===== config.mk =====
export PLATFORM = sky130hd
export DESIGN_NAME = decode_stage
export DESIGN_NICKNAME = d
export VERILOG_FILES = /design/src/rtl/decode_stage.sv
export SDC_FILE = /design/constraint.sdc
export NUM_CORES = 2
export LEC_CHECK = 0
export ABC_AREA = 1
export BUFFER_PORTS_ARGS = -buffer_cell sky130_fd_sc_hd__buf_4
export CORE_UTILIZATION = 30
export CTS_BUF_LIST = sky130_fd_sc_hd__clkbuf_16
export DETAILED_ROUTE_END_ITERATION = 8
export PLACE_DENSITY = 0.52
export SLEW_MARGIN = 20
export SYNTH_ARGS = -nofsm -noshare
export SYNTH_HDL_FRONTEND = slang
export SYNTH_SLANG_ARGS = --single-unit

===== constraint.sdc =====
create_clock -name clock -period 73.6 [get_ports clock]
set_input_delay 7.36 -clock clock [delete_from_list [all_inputs] [get_ports clock]]
set_output_delay 7.36 -clock clock [all_outputs]
set_load 0.1 [all_outputs]

===== src/rtl/decode_stage.sv =====
// Decode stage of the multicycle MIPS datapath: captures the fetched instruction,
// generates control, and reads operands from the internal register file with write-back bypass.
module decode_stage (
    input  logic        clock,
    input  logic        reset,
    input  logic [31:0] instr_in,
    input  logic        stage2,
    input  logic        wb_en,
    input  logic [4:0]  wb_addr,
    input  logic [31:0] wb_data,
    output logic [5:0]  opcode,
    output logic [5:0]  funct,
    output logic [4:0]  shamt,
    output logic [31:0] rs_data,
    output logic [31:0] rt_data,
    output logic [31:0] imm_ext,
    output logic [25:0] jump_addr,
    output logic [4:0]  dest_reg,
    output logic        reg_write,
    output logic        mem_read,
    output logic        mem_write,
    output logic        alu_src,
    output logic        branch,
    output logic        branch_ne,
    output logic        jump,
    output logic        illegal,
    output logic        stage3
);

    typedef enum logic {IDLE, DONE} state_t;

    typedef struct packed {
        logic       reg_write;
        logic       mem_read;
        logic       mem_write;
        logic       alu_src;
        logic       branch;
        logic       branch_ne;
        logic       jump;
        logic       illegal;
        logic [4:0] dest;
    } ctrl_t;

    state_t      state, state_nx;
    ctrl_t       dec, ctl;
    logic [31:0] regs [32];
    logic [4:0]  rs_a, rt_a, rd_a;
    logic [31:0] rs_rd, rt_rd;

    assign rs_a = instr_in[25:21];
    assign rt_a = instr_in[20:16];
    assign rd_a = instr_in[15:11];

    always_ff @(posedge clock or posedge reset) begin
        if (reset) state <= IDLE;
        else       state <= state_nx;
    end

    always_comb begin
        state_nx = state;
        case (state)
            IDLE: if (stage2)  state_nx = DONE;
            DONE: if (!stage2) state_nx = IDLE;
            default:           state_nx = IDLE;
        endcase
    end

    assign stage3 = (state == DONE);

    always_comb begin
        dec = '0;
        case (instr_in[31:26])
            6'h00: begin
                case (instr_in[5:0])
                    6'h20, 6'h22, 6'h24, 6'h25, 6'h2A, 6'h00: begin
                        dec.reg_write = 1'b1;
                        dec.dest      = rd_a;
                    end
                    default: dec.illegal = 1'b1;
                endcase
            end
            6'h08: begin
                dec.reg_write = 1'b1;
                dec.alu_src   = 1'b1;
                dec.dest      = rt_a;
            end
            6'h23: begin
                dec.reg_write = 1'b1;
                dec.mem_read  = 1'b1;
                dec.alu_src   = 1'b1;
                dec.dest      = rt_a;
            end
            6'h2B: begin
                dec.mem_write = 1'b1;
                dec.alu_src   = 1'b1;
            end
            6'h04: dec.branch = 1'b1;
            6'h05: begin
                dec.branch    = 1'b1;
                dec.branch_ne = 1'b1;
            end
            6'h02:   dec.jump    = 1'b1;
            default: dec.illegal = 1'b1;
        endcase
    end

    // Same-edge write-back wins over the stale array value; r0 is hard-wired to zero.
    always_comb begin
        rs_rd = regs[rs_a];
        rt_rd = regs[rt_a];
        if (wb_en && wb_addr == rs_a) rs_rd = wb_data;
        if (wb_en && wb_addr == rt_a) rt_rd = wb_data;
        if (rs_a == 5'd0) rs_rd = '0;
        if (rt_a == 5'd0) rt_rd = '0;
    end

    always_ff @(posedge clock or posedge reset) begin
        if (reset) begin
            for (int i = 0; i < 32; i++) regs[i] <= '0;
        end else if (wb_en && wb_addr != 5'd0) begin
            regs[wb_addr] <= wb_data;
        end
    end

    always_ff @(posedge clock or posedge reset) begin
        if (reset) begin
            ctl       <= '0;
            opcode    <= '0;
            funct     <= '0;
            shamt     <= '0;
            rs_data   <= '0;
            rt_data   <= '0;
            imm_ext   <= '0;
            jump_addr <= '0;
        end else if (stage2) begin
            ctl       <= dec;
            opcode    <= instr_in[31:26];
            funct     <= instr_in[5:0];
            shamt     <= instr_in[10:6];
            rs_data   <= rs_rd;
            rt_data   <= rt_rd;
            imm_ext   <= {{16{instr_in[15]}}, instr_in[15:0]};
            jump_addr <= instr_in[25:0];
        end
    end

    assign reg_write = ctl.reg_write;
    assign mem_read  = ctl.mem_read;
    assign mem_write = ctl.mem_write;
    assign alu_src   = ctl.alu_src;
    assign branch    = ctl.branch;
    assign branch_ne = ctl.branch_ne;
    assign jump      = ctl.jump;
    assign illegal   = ctl.illegal;
    assign dest_reg  = ctl.dest;

endmodule


-- Word-level counts from Yosys, hierarchy flattened
Index checks and enable logic that the tools add are counted.
- register bits: 1161
- bits in latches: 0
- bits in writable memories: 0
- ROM bits: 0
- input port bits: 73
- output and inout port bits: 153
- word-level logic and storage cells: 109
- memories kept: 0
- add/subtract/negate cells: 0
- multiply operators: 0
- divide/modulo/power cells: 0
- $lt $le $gt $ge: 4
- equality and inequality tests: 13
- shift-type cells: 0
- mux-type cells: 26
- bitwise gates (word level): 3
- reduce and logical (&&, ||, !) cells: 14
- operators with widths (kind ; number):
    $bwmux 1024 ; 1
    $bmux 32 s5 ; 2
    $mux 32 ; 9
    $demux 32 s5 ; 1
    $eq 6x6->1 const B ; 7
    $ge 6x6->1 const B ; 3
    $not 5->6 ; 3
    $eq 6x3->1 const B ; 2
    $logic_not 6->1 ; 2
    $reduce_or 6->1 ; 2
    $eq 5x5->1 ; 2
    $logic_not 5->1 ; 2
    $pmux 5 s2 ; 1
    $mux 1 ; 9
    $eq 6x2->1 const B ; 1
    $eq 6x4->1 const B ; 1
    $lt 6x1->1 const B ; 1
    $mux 5 ; 1
    $reduce_bool 5->1 ; 1
    $logic_and 1x1->1 ; 4
    $pmux 1 s2 ; 2
    $reduce_or 2->1 ; 2
    $reduce_or 3->1 ; 1

-- Depth between registers and ports, before layout
- word-level depth: 6
- mapped depth: 15
- gate-level depth less buffers: 11

-- Worst setup path before layout
OpenSTA, ideal clock, no wires.
- kind: register -> output
- start: reg jump_addr[15] (netlist name)
- end: out imm_ext[16]
- data arrival time: 1.606 ns
- required time: 66.240 ns
- path slack: 64.634 ns
- cell stages (with the launch flop): 2
- path buffers: 1
- cell sequence: dfrtp_1 > buf_4
- RTL lines (item ; line ; source):
    to (decl) ; 16 ; output logic [31:0] imm_ext,

-- Final worst setup path
- start: in instr_in[21]
- end: reg rs_data[15]
- cells in the longest elaborated chain, start to end: 6
- elaborated cells between the ends (all ways): 9
- classes of those cells: eq/ne (1); mux (5); bitwise (1); reduce/logical (2)
- RTL lines (item ; line ; source):
    from (decl) ; 6 ; input logic [31:0] instr_in,
    $not 5->6 (implied by the code) ; 109 ; rs_rd = regs[rs_a];
    $bmux 32 s5 ; 109 ;
    $mux 32 (implied by the code) (2 in a row) ; 109 ;
    $mux 32 ; 111 ; if (wb_en && wb_addr == rs_a) rs_rd = wb_data;
    $mux 32 * ; 113 ; if (rs_a == 5'd0) rs_rd = '0;
    to (signal assigned) ; 140 ; rs_data <= rs_rd;
    to (decl) ; 14 ; output logic [31:0] rs_data,
Mark *: on every way between the ends. The rest lies on a longest branch, timed or not. The select of a mux whose other input is x is not followed.
A chain may end at the register's enable or synchronous reset.

==> flow_summary.json <==
{
  "cap_violations": 0,
  "htree_levels": 4,
  "wirelength_um": 277000,
  "hold_slack_ns": 0.401,
  "dpl.hpwl_um": 152000,
  "cts.sinks": 1134,
  "synth_top_area_share_pct": 45.1,
  "cp-startpoint": "instr_in[21]",
  "ys_types": 26,
  "holdBufCountCts": 0,
  "r2r-start": "regs[760]$_DFFE_PP0P_",
  "vias": 62600,
  "p_seq_share_pct": 43.4,
  "hold_viol_final": 0,
  "core_mm2": 0.208,
  "finalSetupTns_ns": 0,
  "fin_crit_sh_pct": 15.8,
  "drt_iter0_markers": 7515,
  "post_cts_resized": 0,
  "yosysTopAreaCell": "dfrtp_1",
  "top_layer": "met5",
  "clkTransAtPathRegs_ns": 0.05,
  "synth-seq-cells": 1134,
  "combPwrFrac_pct": 22.9,
  "final_core_util_pct": 33.8,
  "setup_viol": 0,
  "worstPathArrival_ns": 12.30,
  "clk_path_buf_depth": 3,
  "die_h_um": 460,
  "fin_nets": 8990,
  "reg2reg_depth": 10,
  "dpl_worst_slack_ns": 61.35,
  "switching_share_pct": 36.0,
  "drtAntennaViolNets": 0,
  "p_sw_mw": 0.677,
  "wl_met2_um": 123000,
  "syn_avg_cell_area_um2": 6.81,
  "met3_length_um": 26500,
  "die_w_um": 460,
  "slowest_delay_ns": 0.92,
  "skew_ns": 0.0258,
  "drc": 0,
  "wl_per_cell_um": 23.5,
  "antenna_found_initial": 20,
  "viasPerCell": 5.29,
  "drive_gt1_share_pct": 6.72,
  "syn_nets": 9304,
  "postCtsSetupRepairBufs": 0,
  "crit_top_cell": "nand2_1",
  "synth_area_mm2": 0.0629,
  "peakVddDrop_uv": 17.1,
  "insertion_delay_ns": 0.82,
  "cts_tree": "built",
  "clkPwrFrac_pct": 33.7,
  "pin_count": 226,
  "finalCriticalPeriod_ns": 11.60,
  "r2r_setup_slack_ns": 71.58,
  "final_cell_area_mm2": 0.0703,
  "fin_cells": 11800,
  "worst_setup_path_end_kind": "register",
  "synthTopCellsByArea": "dfrtp_1 45%, nand2_1 21%, o21ai_0 9.3%",
  "ys_seq_area_share_pct": 45.1,
  "p_total_mw": 1.88,
  "grt_pass1_wl_um": 405000,
  "fmax_mhz": 86.2,
  "rsz0062_at_grt": "no",
  "leakage_nw": 34.1,
  "fillers": 22300,
  "cts-root-buf": "clkbuf_16",
  "num_rows": 167,
  "grt_max_degree": 189,
  "slowest_stage": "buf_4",
  "slew-limit-headroom_pct": 19.5,
  "p_int_mw": 1.21,
  "worst_slack_ns": 62.00,
  "gr-total-overflow": 0,
  "gp_congestion": 0.854,
  "met1_length_um": 115000,
  "status": "completed",
  "grt_pass1_vias": 58400,
  "initial_core_util_pct": 30.3,
  "maxSlewViolCount": 0,
  "cp-endpoint": "rs_data[15]$_DFFE_PP0P_",
  "dpl_cell_area_mm2": 0.0662,
  "power_density_mw_per_mm2": 26.8,
  "grt_use_total_pct": 25.8,
  "yosysWarnings": 0,
  "worst-path-max-fanout": 113,
  "hp-class": "reg -> reg",
  "reg.largest.list": "regs: 1024 flops, rs_data: 32 flops, rt_data: 32 flops",
  "synth_cells": 9231,
  "reg2reg_to": "rt_data[24]$_DFFE_PP0P_",
  "worst_pin_slew_ns": 1.21,
  "largest_register_ffs": 1024,
  "dr.pass1.iters": 7,
  "die_area_mm2": 0.211,
  "area_growth_pct": 11.8,
  "regMostFlops": "regs",
  "cts_buffers": 136,
  "numPortBuffers": 225,
  "cp-start-kind": "input pin",
  "crit_chain": "buf_8 -> buf_4 -> buf_4 -> buf_4 -> buf_4 -> a21oi_1 -> o21ai_0 -> nand3_1 -> nand2_1 -> nand3_1 -> nand2_1 -> nand2_1 -> nand2_1 -> nand2_1",
  "place_inst": 11600,
  "cp.required_ns": 74.29,
  "crit_type": "in -> reg"
}
-- cells in the mapped netlist (all sizes together) --
| cell type | n |
|---|---|
| nor3 | 14 |
| o21ai | 1203 |
| xor2 | 2 |
| nand3 | 949 |
| buf | 195 |
| o22ai | 3 |
| clkinv | 1 |
| nand2 | 3562 |
| a31oi | 1 |
| or2 | 28 |
| o211ai | 168 |
| nand3b | 1 |
| clkbuf | 595 |
| inv | 692 |
| dfrtp | 1134 |
| nor2 | 394 |
| nand4 | 4 |
| o31ai | 1 |
| a21oi | 283 |
| nor4 | 1 |
-- logic make-up (layout without fill, tap and decap cells) --
| logic type | Yosys count | in the layout | synth area share (%) |
|---|---|---|---|
| flip-flops | 1134 | 1134 | 45.1 |
| AND/OR/NAND/NOR | 4953 | 4953 | 31.7 |
| buffers and inverters | 1483 | 1276 | 9.26 |
| XOR/XNOR | 2 | 2 | 0.0279 |
| other | 0 | 9 | 0 |
| AO/OA/AOI/OAI | 1659 | 1659 | 13.9 |
-- critical path, delay by kind of cell --
kind,cells,cell delay [ns]
buffers and inverters,5,3.79
AOI/OAI and AO/OA,2,0.30
and+or+nand+nor,7,0.55
-- placed cells by master (no fill, tap or decap), types with 8 or more instances in the layout --
master and count:
nand2_1 3535, o21ai_0 1168, dfrtp_1 1134, nand3_1 947, inv_1 717, nor2_1 385
buf_4 323, a21oi_1 283, o211ai_1 168, clkbuf_16 137, o21ai_1 34, or2_2 28
clkinv_1 28, nand2_4 27, clkinv_2 21, diode_2 9, nor2_4 9, inv_2 8
-- worst min path at each step --
stage          slack, ns              startpoint                endpoint  cells past startpoint
6_report            0.40  regs[1016]$_DFFE_PP0P_  regs[1016]$_DFFE_PP0P_                      0
4_1_cts             0.40  regs[1002]$_DFFE_PP0P_  regs[1002]$_DFFE_PP0P_                      0
3_3_place_gp        0.39   regs[993]$_DFFE_PP0P_   regs[993]$_DFFE_PP0P_                      0
3_5_place_dp        0.39  regs[1001]$_DFFE_PP0P_  regs[1001]$_DFFE_PP0P_                      0
5_1_grt             0.41  regs[1002]$_DFFE_PP0P_  regs[1002]$_DFFE_PP0P_                      0
2_1_floorplan       0.45  regs[1000]$_DFFE_PP0P_  regs[1000]$_DFFE_PP0P_                      1
-- metal layers --
layer | GRT usage [%] | up-vias
met2 | 40.7 | 3219
met5 | 0 | -
met4 | 11.4 | 10
met3 | 5.24 | 606
li1 | - | 28700
met1 | 34.1 | 30000
-- layout make-up --
type | count | area, um2 | share of cell area [%]
multi-input combinational | 6614 | 29000 | 41.2
sequential | 1134 | 28400 | 40.4
tap | 2788 | 3490 | 4.96
clock buffer | 137 | 3430 | 4.88
timing repair buffer | 338 | 2700 | 3.84
inverter | 693 | 2650 | 3.76
clock inverter | 108 | 624 | 0.888
antenna | 9 | 22.5 | 0.0320
-- power by group through the flow --
stage	logic (mW)	clock network, mW	registers, mW
2_1_floorplan	0.270	0	0.855
3_3_place_gp	0.421	0	0.822
3_5_place_dp	0.427	0	0.824
4_1_cts	0.428	0.644	0.814
5_1_grt	0.483	0.668	0.830
6_report	0.432	0.634	0.818
Note: power is estimated with default switching activity, not from simulation.
